[config.mk]
export PLATFORM = sky130hd
export DESIGN_NAME = branch_hazard_unit
export DESIGN_NICKNAME = d
export VERILOG_FILES = /design/src/rtl/hazard_pkg.sv /design/src/rtl/btb_table.sv /design/src/rtl/branch_hazard_unit.sv
export SDC_FILE = /design/constraint.sdc
export NUM_CORES = 1
export LEC_CHECK = 0
export BUFFER_PORTS_ARGS = -buffer_cell sky130_fd_sc_hd__clkbuf_2
export CORE_MARGIN = 2
export CORE_UTILIZATION = 25
export CTS_CLUSTER_DIAMETER = 100
export DETAILED_ROUTE_END_ITERATION = 6
export PLACE_DENSITY = 0.46
export SYNTH_ARGS = -nofsm -noshare
export SYNTH_HDL_FRONTEND = slang
export SYNTH_SLANG_ARGS = --single-unit
[constraint.sdc]
create_clock -name CLK -period 4 [get_ports CLK]
set_input_delay 0.2 -clock CLK [delete_from_list [all_inputs] [get_ports CLK]]
set_output_delay 0.2 -clock CLK [all_outputs]
set_load 0.01 [all_outputs]
[src/rtl/hazard_pkg.sv]
// Shared constants for the branch hazard unit: PCSrc encodings, predictor
// counter values and the sequential PC increment.
package hazard_pkg;

   typedef enum logic [1:0] {
      PCSRC_NONE = 2'b00,
      PCSRC_JAL  = 2'b01,
      PCSRC_JALR = 2'b10,
      PCSRC_BR   = 2'b11
   } pcsrc_e;

   localparam logic [1:0] CTR_MIN   = 2'b00;
   localparam logic [1:0] CTR_RST   = 2'b01;
   localparam logic [1:0] CTR_ALLOC = 2'b10;
   localparam logic [1:0] CTR_MAX   = 2'b11;

   localparam int unsigned PC_INC = 4;

   // 2-bit saturating counter step
   function automatic logic [1:0] ctr_step(input logic [1:0] c, input logic up);
      if (up) return (c == CTR_MAX) ? CTR_MAX : c + 2'd1;
      else    return (c == CTR_MIN) ? CTR_MIN : c - 2'd1;
   endfunction

endpackage

[src/rtl/btb_table.sv]
// Direct-mapped branch target buffer: combinational lookup for fetch, one
// registered update per cycle from the resolving instruction.
module btb_table
   import hazard_pkg::*;
#(
   parameter int XLEN  = 32,
   parameter int IDX_W = 4
) (
   input  logic            clk_i,
   input  logic            rst_ni,
   input  logic [XLEN-1:0] lk_pc_i,
   output logic            lk_taken_o,
   output logic [XLEN-1:0] lk_tgt_o,
   input  logic            up_en_i,
   input  logic            up_jump_i,
   input  logic            up_taken_i,
   input  logic [XLEN-1:0] up_pc_i,
   input  logic [XLEN-1:0] up_tgt_i
);

   localparam int TAG_W   = XLEN - IDX_W - 2;
   localparam int ENTRIES = 1 << IDX_W;

   logic [ENTRIES-1:0]            vld_q;
   logic [ENTRIES-1:0][1:0]       ctr_q;
   logic [ENTRIES-1:0][TAG_W-1:0] tag_q;
   logic [ENTRIES-1:0][XLEN-1:0]  tgt_q;

   logic [IDX_W-1:0] lk_idx, up_idx;
   logic [TAG_W-1:0] lk_tag, up_tag;
   logic             lk_hit, up_hit;
   logic             alloc, tgt_we, ctr_we;
   logic [1:0]       ctr_d;
   logic             unused_pc_lsb;

   assign lk_idx = lk_pc_i[IDX_W+1:2];
   assign lk_tag = lk_pc_i[XLEN-1:IDX_W+2];
   assign up_idx = up_pc_i[IDX_W+1:2];
   assign up_tag = up_pc_i[XLEN-1:IDX_W+2];
   assign unused_pc_lsb = ^{lk_pc_i[1:0], up_pc_i[1:0]};

   // Lookup reads the registered state only, so a same-cycle update is not bypassed
   assign lk_hit     = vld_q[lk_idx] && (tag_q[lk_idx] == lk_tag);
   assign lk_taken_o = lk_hit && ctr_q[lk_idx][1];
   assign lk_tgt_o   = lk_taken_o ? tgt_q[lk_idx] : lk_pc_i + XLEN'(PC_INC);

   assign up_hit = vld_q[up_idx] && (tag_q[up_idx] == up_tag);

   always_comb begin
      alloc  = 1'b0;
      tgt_we = 1'b0;
      ctr_we = 1'b0;
      ctr_d  = ctr_q[up_idx];
      if (up_en_i) begin
         if (up_jump_i) begin
            alloc  = 1'b1;
            tgt_we = 1'b1;
            ctr_we = 1'b1;
            ctr_d  = CTR_MAX;
         end else if (up_hit) begin
            ctr_we = 1'b1;
            ctr_d  = ctr_step(ctr_q[up_idx], up_taken_i);
            tgt_we = up_taken_i;
         end else if (up_taken_i) begin
            // not-taken misses are not worth an entry
            alloc  = 1'b1;
            tgt_we = 1'b1;
            ctr_we = 1'b1;
            ctr_d  = CTR_ALLOC;
         end
      end
   end

   always_ff @(posedge clk_i or negedge rst_ni) begin
      if (!rst_ni) begin
         vld_q <= '0;
         ctr_q <= {ENTRIES{CTR_RST}};
      end else begin
         if (alloc)  vld_q[up_idx] <= 1'b1;
         if (ctr_we) ctr_q[up_idx] <= ctr_d;
      end
   end

   // Tag/target need no reset: they are qualified by vld_q
   always_ff @(posedge clk_i) begin
      if (alloc)  tag_q[up_idx] <= up_tag;
      if (tgt_we) tgt_q[up_idx] <= up_tgt_i;
   end

endmodule

[src/rtl/branch_hazard_unit.sv]
// Branch prediction and mispredict recovery. Define HAZARD_PERF_CNT_EN to add
// the Branch_Cnt / Mispred_Cnt performance counters.
module branch_hazard_unit
   import hazard_pkg::*;
#(
   parameter int XLEN  = 32,
   parameter int IDX_W = 4
) (
   input  logic            CLK,
   input  logic            RSTn,
   input  logic [XLEN-1:0] IF_PC,
   output logic            Pred_Taken,
   output logic [XLEN-1:0] Pred_Target,
   input  logic            Resolve_Valid,
   input  logic [XLEN-1:0] Resolve_PC,
   input  logic [1:0]      PCSrc,
   input  logic            BranchCond,
   input  logic [XLEN-1:0] ALUOUT_EXMEM,
   input  logic            Resolve_PredTaken,
   input  logic [XLEN-1:0] Resolve_PredTarget,
`ifdef HAZARD_PERF_CNT_EN
   output logic [31:0]     Branch_Cnt,
   output logic [31:0]     Mispred_Cnt,
`endif
   output logic [XLEN-1:0] Updated_PC,
   output logic            Hazard_Sig,
   output logic            FLUSH_IFID,
   output logic            FLUSH_IDEX,
   output logic            FLUSH_EXMEM
);

   pcsrc_e          src;
   logic            is_jump, resolving, taken, mispred;
   logic [XLEN-1:0] act_tgt;

   assign src       = pcsrc_e'(PCSrc);
   assign is_jump   = (src == PCSRC_JAL) || (src == PCSRC_JALR);
   assign resolving = Resolve_Valid && (src != PCSRC_NONE);
   assign taken     = is_jump || ((src == PCSRC_BR) && BranchCond);
   assign act_tgt   = (src == PCSRC_JALR) ? (ALUOUT_EXMEM & ~XLEN'(1)) : ALUOUT_EXMEM;

   assign mispred = resolving &&
                    ((taken != Resolve_PredTaken) ||
                     (taken && (act_tgt != Resolve_PredTarget)));

   assign Hazard_Sig  = mispred;
   assign FLUSH_IFID  = mispred;
   assign FLUSH_IDEX  = mispred;
   assign FLUSH_EXMEM = mispred;
   assign Updated_PC  = !mispred ? '0 :
                        taken    ? act_tgt : Resolve_PC + XLEN'(PC_INC);

   btb_table #(.XLEN(XLEN), .IDX_W(IDX_W)) u_btb (
      .clk_i      (CLK),
      .rst_ni     (RSTn),
      .lk_pc_i    (IF_PC),
      .lk_taken_o (Pred_Taken),
      .lk_tgt_o   (Pred_Target),
      .up_en_i    (resolving),
      .up_jump_i  (is_jump),
      .up_taken_i (taken),
      .up_pc_i    (Resolve_PC),
      .up_tgt_i   (act_tgt)
   );

`ifdef HAZARD_PERF_CNT_EN
   logic [31:0] branch_cnt_q, branch_cnt_d, mispred_cnt_q, mispred_cnt_d;

   always_comb begin
      branch_cnt_d  = branch_cnt_q;
      mispred_cnt_d = mispred_cnt_q;
      if (resolving && (branch_cnt_q != '1))  branch_cnt_d  = branch_cnt_q + 32'd1;
      if (mispred   && (mispred_cnt_q != '1)) mispred_cnt_d = mispred_cnt_q + 32'd1;
   end

   always_ff @(posedge CLK or negedge RSTn) begin
      if (!RSTn) begin
         branch_cnt_q  <= '0;
         mispred_cnt_q <= '0;
      end else begin
         branch_cnt_q  <= branch_cnt_d;
         mispred_cnt_q <= mispred_cnt_d;
      end
   end

   assign Branch_Cnt  = branch_cnt_q;
   assign Mispred_Cnt = mispred_cnt_q;
`endif

endmodule

Yosys cells after proc, flatten, opt, wreduce, memory -nomap -nowiden --
Cells that the tools add are included.
Storage, ports and cells: output and inout port bits 69, bits of input ports 135, word-level logic and storage cells 124, bits in registers 976
Operators by class: bitwise logic cells 1, muxes and demuxes 46, reductions and logical operators 13, eq/ne operators 8, add/subtract/negate cells 4, order comparisons 3
Operators with widths (number):
- $bwmux 512 | 1
- $bwmux 416 | 1
- $bmux 26 s4 | 2
- $mux 32 | 5
- $bmux 32 s4 | 1
- $demux 32 s4 | 1
- $demux 26 s4 | 1
- $mux 26 | 3
- $add 32x3->32 const B | 2
- $eq 26x26->1 | 2
- $bwmux 32 | 1
- $ne 32x32->1 | 1
- $mux 2 | 10
- $bmux 2 s4 | 2
- $or 16x16->16 | 1
- $mux 1 | 14
- $lt 4x5->1 const B | 2
- $bmux 1 s4 | 2
- $demux 2 s4 | 1
- $logic_and 1x1->1 | 8
- $eq 2x2->1 const B | 3
- $demux 1 s4 | 1
- $ge 4x1->1 const B | 1
- $logic_or 1x1->1 | 3
- other kinds (6) | 6

Longest topological paths before layout --
depth in word-level cells 9, mapped depth 16

Modules after synthesis --
Synthesis repeated with hierarchy kept, for this count alone.
Unflattened totals: cell total of the unflattened synthesis 2471, area, all modules 44606.5 um2
By module, submodules not included:
- btb_table | seq. area each 29087.9 um2, cells each 2216, area an instance 42968.7 um2, times used 1
- branch_hazard_unit | seq. area each 0.0 um2, cells each 255, area an instance 1637.8 um2, times used 1

Least setup slack after synthesis --
Ideal clock, no wire load.
kind input port to flip-flop, start point in Resolve_PC[2], end point reg u_btb.tag_q[390] in the netlist's numbering (enable), path slack -0.130 ns, arrival time 3.721 ns, path buffers 5, stages 14, cell sequence buf_2 -> buf_2 -> buf_2 -> clkinv_1 -> buf_1 -> mux2i_1 -> nand2_1 -> a31oi_1 -> and3b_1 -> nand4_1 -> nor4_1 -> nand2b_1 -> clkbuf_1 -> nor2_1
Between the ends: longest elaborated chain between the ends 7
Ends and longest elaborated chain:
- start: declaration | line branch_hazard_unit.sv:15 | input logic [XLEN-1:0] Resolve_PC,
- $bmux 26 s4 | line btb_table.sv:47 | assign up_hit = vld_q[up_idx] && (tag_q[up_idx] == up_tag);
- $mux 26 (implied by the code) | line btb_table.sv:47
- $eq 26x26->1 | line btb_table.sv:47
- $logic_and 1x1->1 (*) | line btb_table.sv:47
- $mux 1 (*) | line btb_table.sv:60 | end else if (up_hit) begin
- $mux 1 (*) | line btb_table.sv:55 | if (up_jump_i) begin
- $mux 1 (*) | line btb_table.sv:54 | if (up_en_i) begin
- end signal: indexed assignment | line btb_table.sv:86 | if (alloc) tag_q[up_idx] <= up_tag;
- end: declaration | line btb_table.sv:26 | logic [ENTRIES-1:0][TAG_W-1:0] tag_q;
Mark *: on every way between the ends. The rest lies on a longest branch, timed or not. The select of a mux whose other input is x is not followed. A chain may end at the register's enable or synchronous reset.

Worst setup path in the final report --
start point reg u_btb.tag_q[176] in the netlist's numbering, end point out Pred_Target[2]
Between the ends: longest elaborated chain between the ends 6
Ends and longest elaborated chain:
- $bmux 26 s4 | line btb_table.sv:43 | assign lk_hit = vld_q[lk_idx] && (tag_q[lk_idx] == lk_tag);
- $mux 26 (implied by the code) | line btb_table.sv:43
- $eq 26x26->1 | line btb_table.sv:43
- $logic_and 1x1->1 | line btb_table.sv:43
- $logic_and 1x1->1 | line btb_table.sv:44 | assign lk_taken_o = lk_hit && ctr_q[lk_idx][1];
- $mux 32 | line btb_table.sv:45 | assign lk_tgt_o = lk_taken_o ? tgt_q[lk_idx] : lk_pc_i + XLEN'(PC_INC);
- end: declaration | line branch_hazard_unit.sv:13 | output logic [XLEN-1:0] Pred_Target,
No other way between the ends. The select of a mux whose other input is x is not followed.

==> reports/qor.log <==
INFO  power_and_ir_drop p_sw=5940µW
INFO  global_route   total_global_routing_overflow=0
INFO  floorplan      die_area=0.181mm²
INFO  logic_synthesis synth.cell_area=0.0444mm²
INFO  power_and_ir_drop swShare=24.5%
INFO  critical_path  timing.setup.critical_path_class=register to output pin
INFO  logic_synthesis synth-async-reset-ratio=4.92%
INFO  layout         num-fill-cells=17.1k
INFO  drt            avgRoutedWirePerCell=31.2µm
INFO  run            maxCapViolations=0
INFO  power_and_ir_drop power_density=437mW/mm²
INFO  clock_tree     htree_num_levels=3
INFO  timing         maxClockFrequency=207MHz
INFO  power_and_ir_drop p_comb_share=11.0%
INFO  logic_synthesis synth_cells=2397
INFO  floorplan      core_footprint=0.176mm²
INFO  clock_tree     clockBufferDepth=3
INFO  layout         layout.cells.most_common=edfxtp_1
INFO  drt            drt-pass1-iter-count=5
INFO  placement      placed_cells=5117
INFO  timing         share_of_the_clock_period_used_by_the_worst_path_after_layout=121%
INFO  logic_synthesis yosys.cell_types.count=70
INFO  min_path       timing.hold.worst.class=primary input to register
INFO  placement      finalWeightedCongestion=0.907
INFO  power_and_ir_drop seqPwrFrac=47.6%
INFO  layout         layout_common_cells=edfxtp_1, mux4_2, buf_4, clkbuf_2, clkbuf_16
INFO  global_route   grt_max_degree=64
INFO  power_and_ir_drop internal_power=18300µW
INFO  clock_tree     clkLatencyLatePin=0.77ns
INFO  timing         max-slew-margin-rel=17.1%
INFO  layout         num-nets-final=3067
INFO  power_and_ir_drop leakage_component_of_the_power=0.0183µW
INFO  critical_path  end_kind=output pin
INFO  floorplan      die-width=426µm
INFO  timing         clock_skew=0.0616ns
INFO  critical_path  timing.critical_path.fanout_max=46
INFO  drt            drt_iter0_drc=2945
INFO  drt            drt-total-wl=167mm
INFO  power_and_ir_drop power.ir.vdd_worst=0.343mV
INFO  drt            route.detailed.drc=0
INFO  placement      portBuffers=203
INFO  timing         fin_tns_setup=-25.34ns
INFO  logic_synthesis ys_seq_elements=976
INFO  logic_synthesis synthesis.nets=2540
INFO  logic_synthesis synth_sequential_area_ratio=65.5%
INFO  timing         fin_ws=-0.832ns
INFO  placement      dp_hpwl=120mm
INFO  floorplan      initial_utilization=25.2%
INFO  timing         post_route_hold_slack=0.0168ns
INFO  timing         hold_viol=0
INFO  timing         worst_pin_slew=1.24ns
INFO  floorplan      count_of_standard_cell_rows=154
INFO  global_route   grt_pass1_wl=227mm
INFO  clock_tree     cts.clk_slew.worst_paths=0.06ns
INFO  drt            post_drt_via_cell_ratio=4.95
INFO  drt            detailroute.via_count=26.6k
INFO  clock_tree     cts.root.buffer_cell=clkbuf_16
INFO  clock_tree     cts_buffers=108
INFO  critical_path  critPathArrivalTime=4.63ns
INFO  layout         layout-drive-gt1-share=40.4%
INFO  logic_synthesis ys_dominant_reg_cell=edfxtp_1
INFO  run_status     violated_checks=negative setup slack
INFO  floorplan      ios=204
INFO  power_and_ir_drop power_frac_clock=41.5%
INFO  floorplan      floorplan.die.height=426µm
INFO  drt            route.antenna.remaining_nets=0
INFO  critical_path  critical_path.startpoint_type=register
INFO  logic_synthesis synthesis.area_per_instance=18.5µm²
INFO  layout         layoutNonFillerInstCount=5365
INFO  global_route   grt.total_usage=18.2%
INFO  timing         min_period=4.83ns
INFO  timing         final-max-slew-violation-count=0
INFO  layout         synthToLayoutAreaGrowth=24.8%
INFO  global_route   first_global_vias=26.9k
INFO  timing         setup_violations=32
INFO  timing         rsz0062_at_grt=yes
INFO  clock_tree     tritoncts=done
INFO  global_route   antenna_found_initial=24
INFO  run_status     status=complete, but fails checks
INFO  critical_path  worst_ep_required_time=3.80ns
INFO  logic_synthesis post_synth_edffs=928
INFO  critical_path  reg2reg_setup_slack=0.21ns
INFO  logic_synthesis warnings_from_yosys=0
INFO  clock_tree     cts.sink_count=976
==> layer usage <==
layer | up-vias | GRT usage (%) | routed length, µm | part of all wire (%)
li1 | 11000 | - | - | -
met1 | 14300 | 23.5 | 68200 | 41
met2 | 970 | 30.6 | 83100 | 50
met3 | 238 | 2.90 | 9120 | 5.5
met4 | 6 | 7.23 | 6810 | 4.1
met5 | - | 0 | 41 | 0.025
==> critical path: stages (launching register included) <==
cell	delay [ns]
edfxtp_1	0.38
mux4_2	0.49
mux4_2	0.48
xnor2_1	0.15
buf_4	0.15
nand4_1	0.16
or3_4	0.40
or4_1	0.52
or4b_4	0.57
buf_12	0.22
nor2_1	0.16
a21oi_1	0.05
clkbuf_2	0.15
==> synth_stat cells, types with 8 or more instances <==
library cell  count  area share [%]
a211oi_1         31            0.52
xnor2_1          69             1.4
dfrtp_1          32             1.8
nor2b_1          10            0.14
o211ai_1         11            0.19
a21oi_1          24            0.27
mux4_2          381              19
inv_1            22            0.19
a21oi_2          20            0.39
ha_1              8            0.23
clkbuf_1         71            0.60
nor4_1           15            0.21
mux2i_1          69             1.6
or3_1            11            0.15
buf_1            31            0.26
o21ai_0          27            0.30
buf_2            43            0.48
nand4_1          40            0.56
edfxtp_1        928              63
mux2_2           59             1.5
xor2_1           60             1.2
nand2_1          74            0.63
a22oi_1          22            0.37
nand2b_1         12            0.17
dfstp_2          16            0.95
nor3_1            9            0.10
nand3_1          38            0.43
o22ai_1          15            0.21
a21o_1           15            0.25
and3_1           17            0.24
nor2_1          128             1.1
==> worst paths after layout <==
| kind | from | endpoint | cells past startpoint |
|---|---|---|---|
| setup / recovery | u_btb.tag_q[176] | Pred_Target[2] | 12 |
| hold / removal | ALUOUT_EXMEM[10] | u_btb.tgt_q[490] | 1 |
| setup reg to reg | u_btb.tag_q[409] | u_btb.tag_q[61] | 11 |
| hold reg to reg | u_btb.vld_q[13] | u_btb.vld_q[13] | 1 |
| max in group asynchronous | RSTn | u_btb.ctr_q[16] | 3 |
| min in group asynchronous | RSTn | u_btb.ctr_q[15] | 2 |
==> power groups by stage <==
stage | clock [µW] | combinational [µW] | sequential [µW]
3_3_place_gp | 0 | 2640 | 11700
6_report | 10000 | 2650 | 11500
5_1_grt | 10600 | 2790 | 11500
3_5_place_dp | 0 | 2640 | 11700
2_1_floorplan | 0 | 1280 | 11700
4_1_cts | 10300 | 2680 | 11500
==> state kept, by name, summed over array words and instances, names as in the netlist <==
register,flops
u_btb.ctr_q,32
u_btb.tag_q,416
u_btb.tgt_q,512
u_btb.vld_q,16
==> area by class of cell <==
cell class              instances  area (µm²)  share of cell area (%)
well taps                    2340        2930                    5.28
diodes                         11        27.5                  0.0496
multi-input cells            1242       14900                    26.9
clock buffers                 132        2790                    5.03
clock inverters                68         761                    1.37
repair buffers                572        4880                    8.81
flip-flops and latches        976       29100                    52.4
inverters                      24        90.1                   0.162
==> through the flow <==
step           util (%)  setup slack (ns)  power, µW  cell area (µm²)
4_1_cts            31.4            -0.882      24500            55400
3_5_place_dp       29.2            -0.433      14400            51500
3_3_place_gp       29.2            -0.351      14400            51500
5_1_grt            31.5            -0.993      25000            55500
6_report           31.5            -0.832      24200            55500
2_1_floorplan         -            -0.128      13000            44500
==> cell families (layout without fill, tap and decap cells) <==
family | Yosys count | in the layout | share of synthesized area [%]
other cells | 0 | 11 | 0
compound gates | 214 | 214 | 3.44
flops | 976 | 976 | 65.5
fa+ha+maj | 9 | 9 | 0.248
xor+xnor | 129 | 129 | 2.54
simple gates | 381 | 381 | 4.19
buf+inv | 179 | 796 | 1.77
mux | 509 | 509 | 22.4
==> what timing repair did <==
action	4_1_cts	5_1_grt
hold buffers	33	0
setup endpoints to repair	32	33
pin swaps	2	0
setup buffers	1	3
endpoints found under the hold margin	441	0
resized for setup	4	10
No activity file was read; power rests on OpenSTA's default activity.
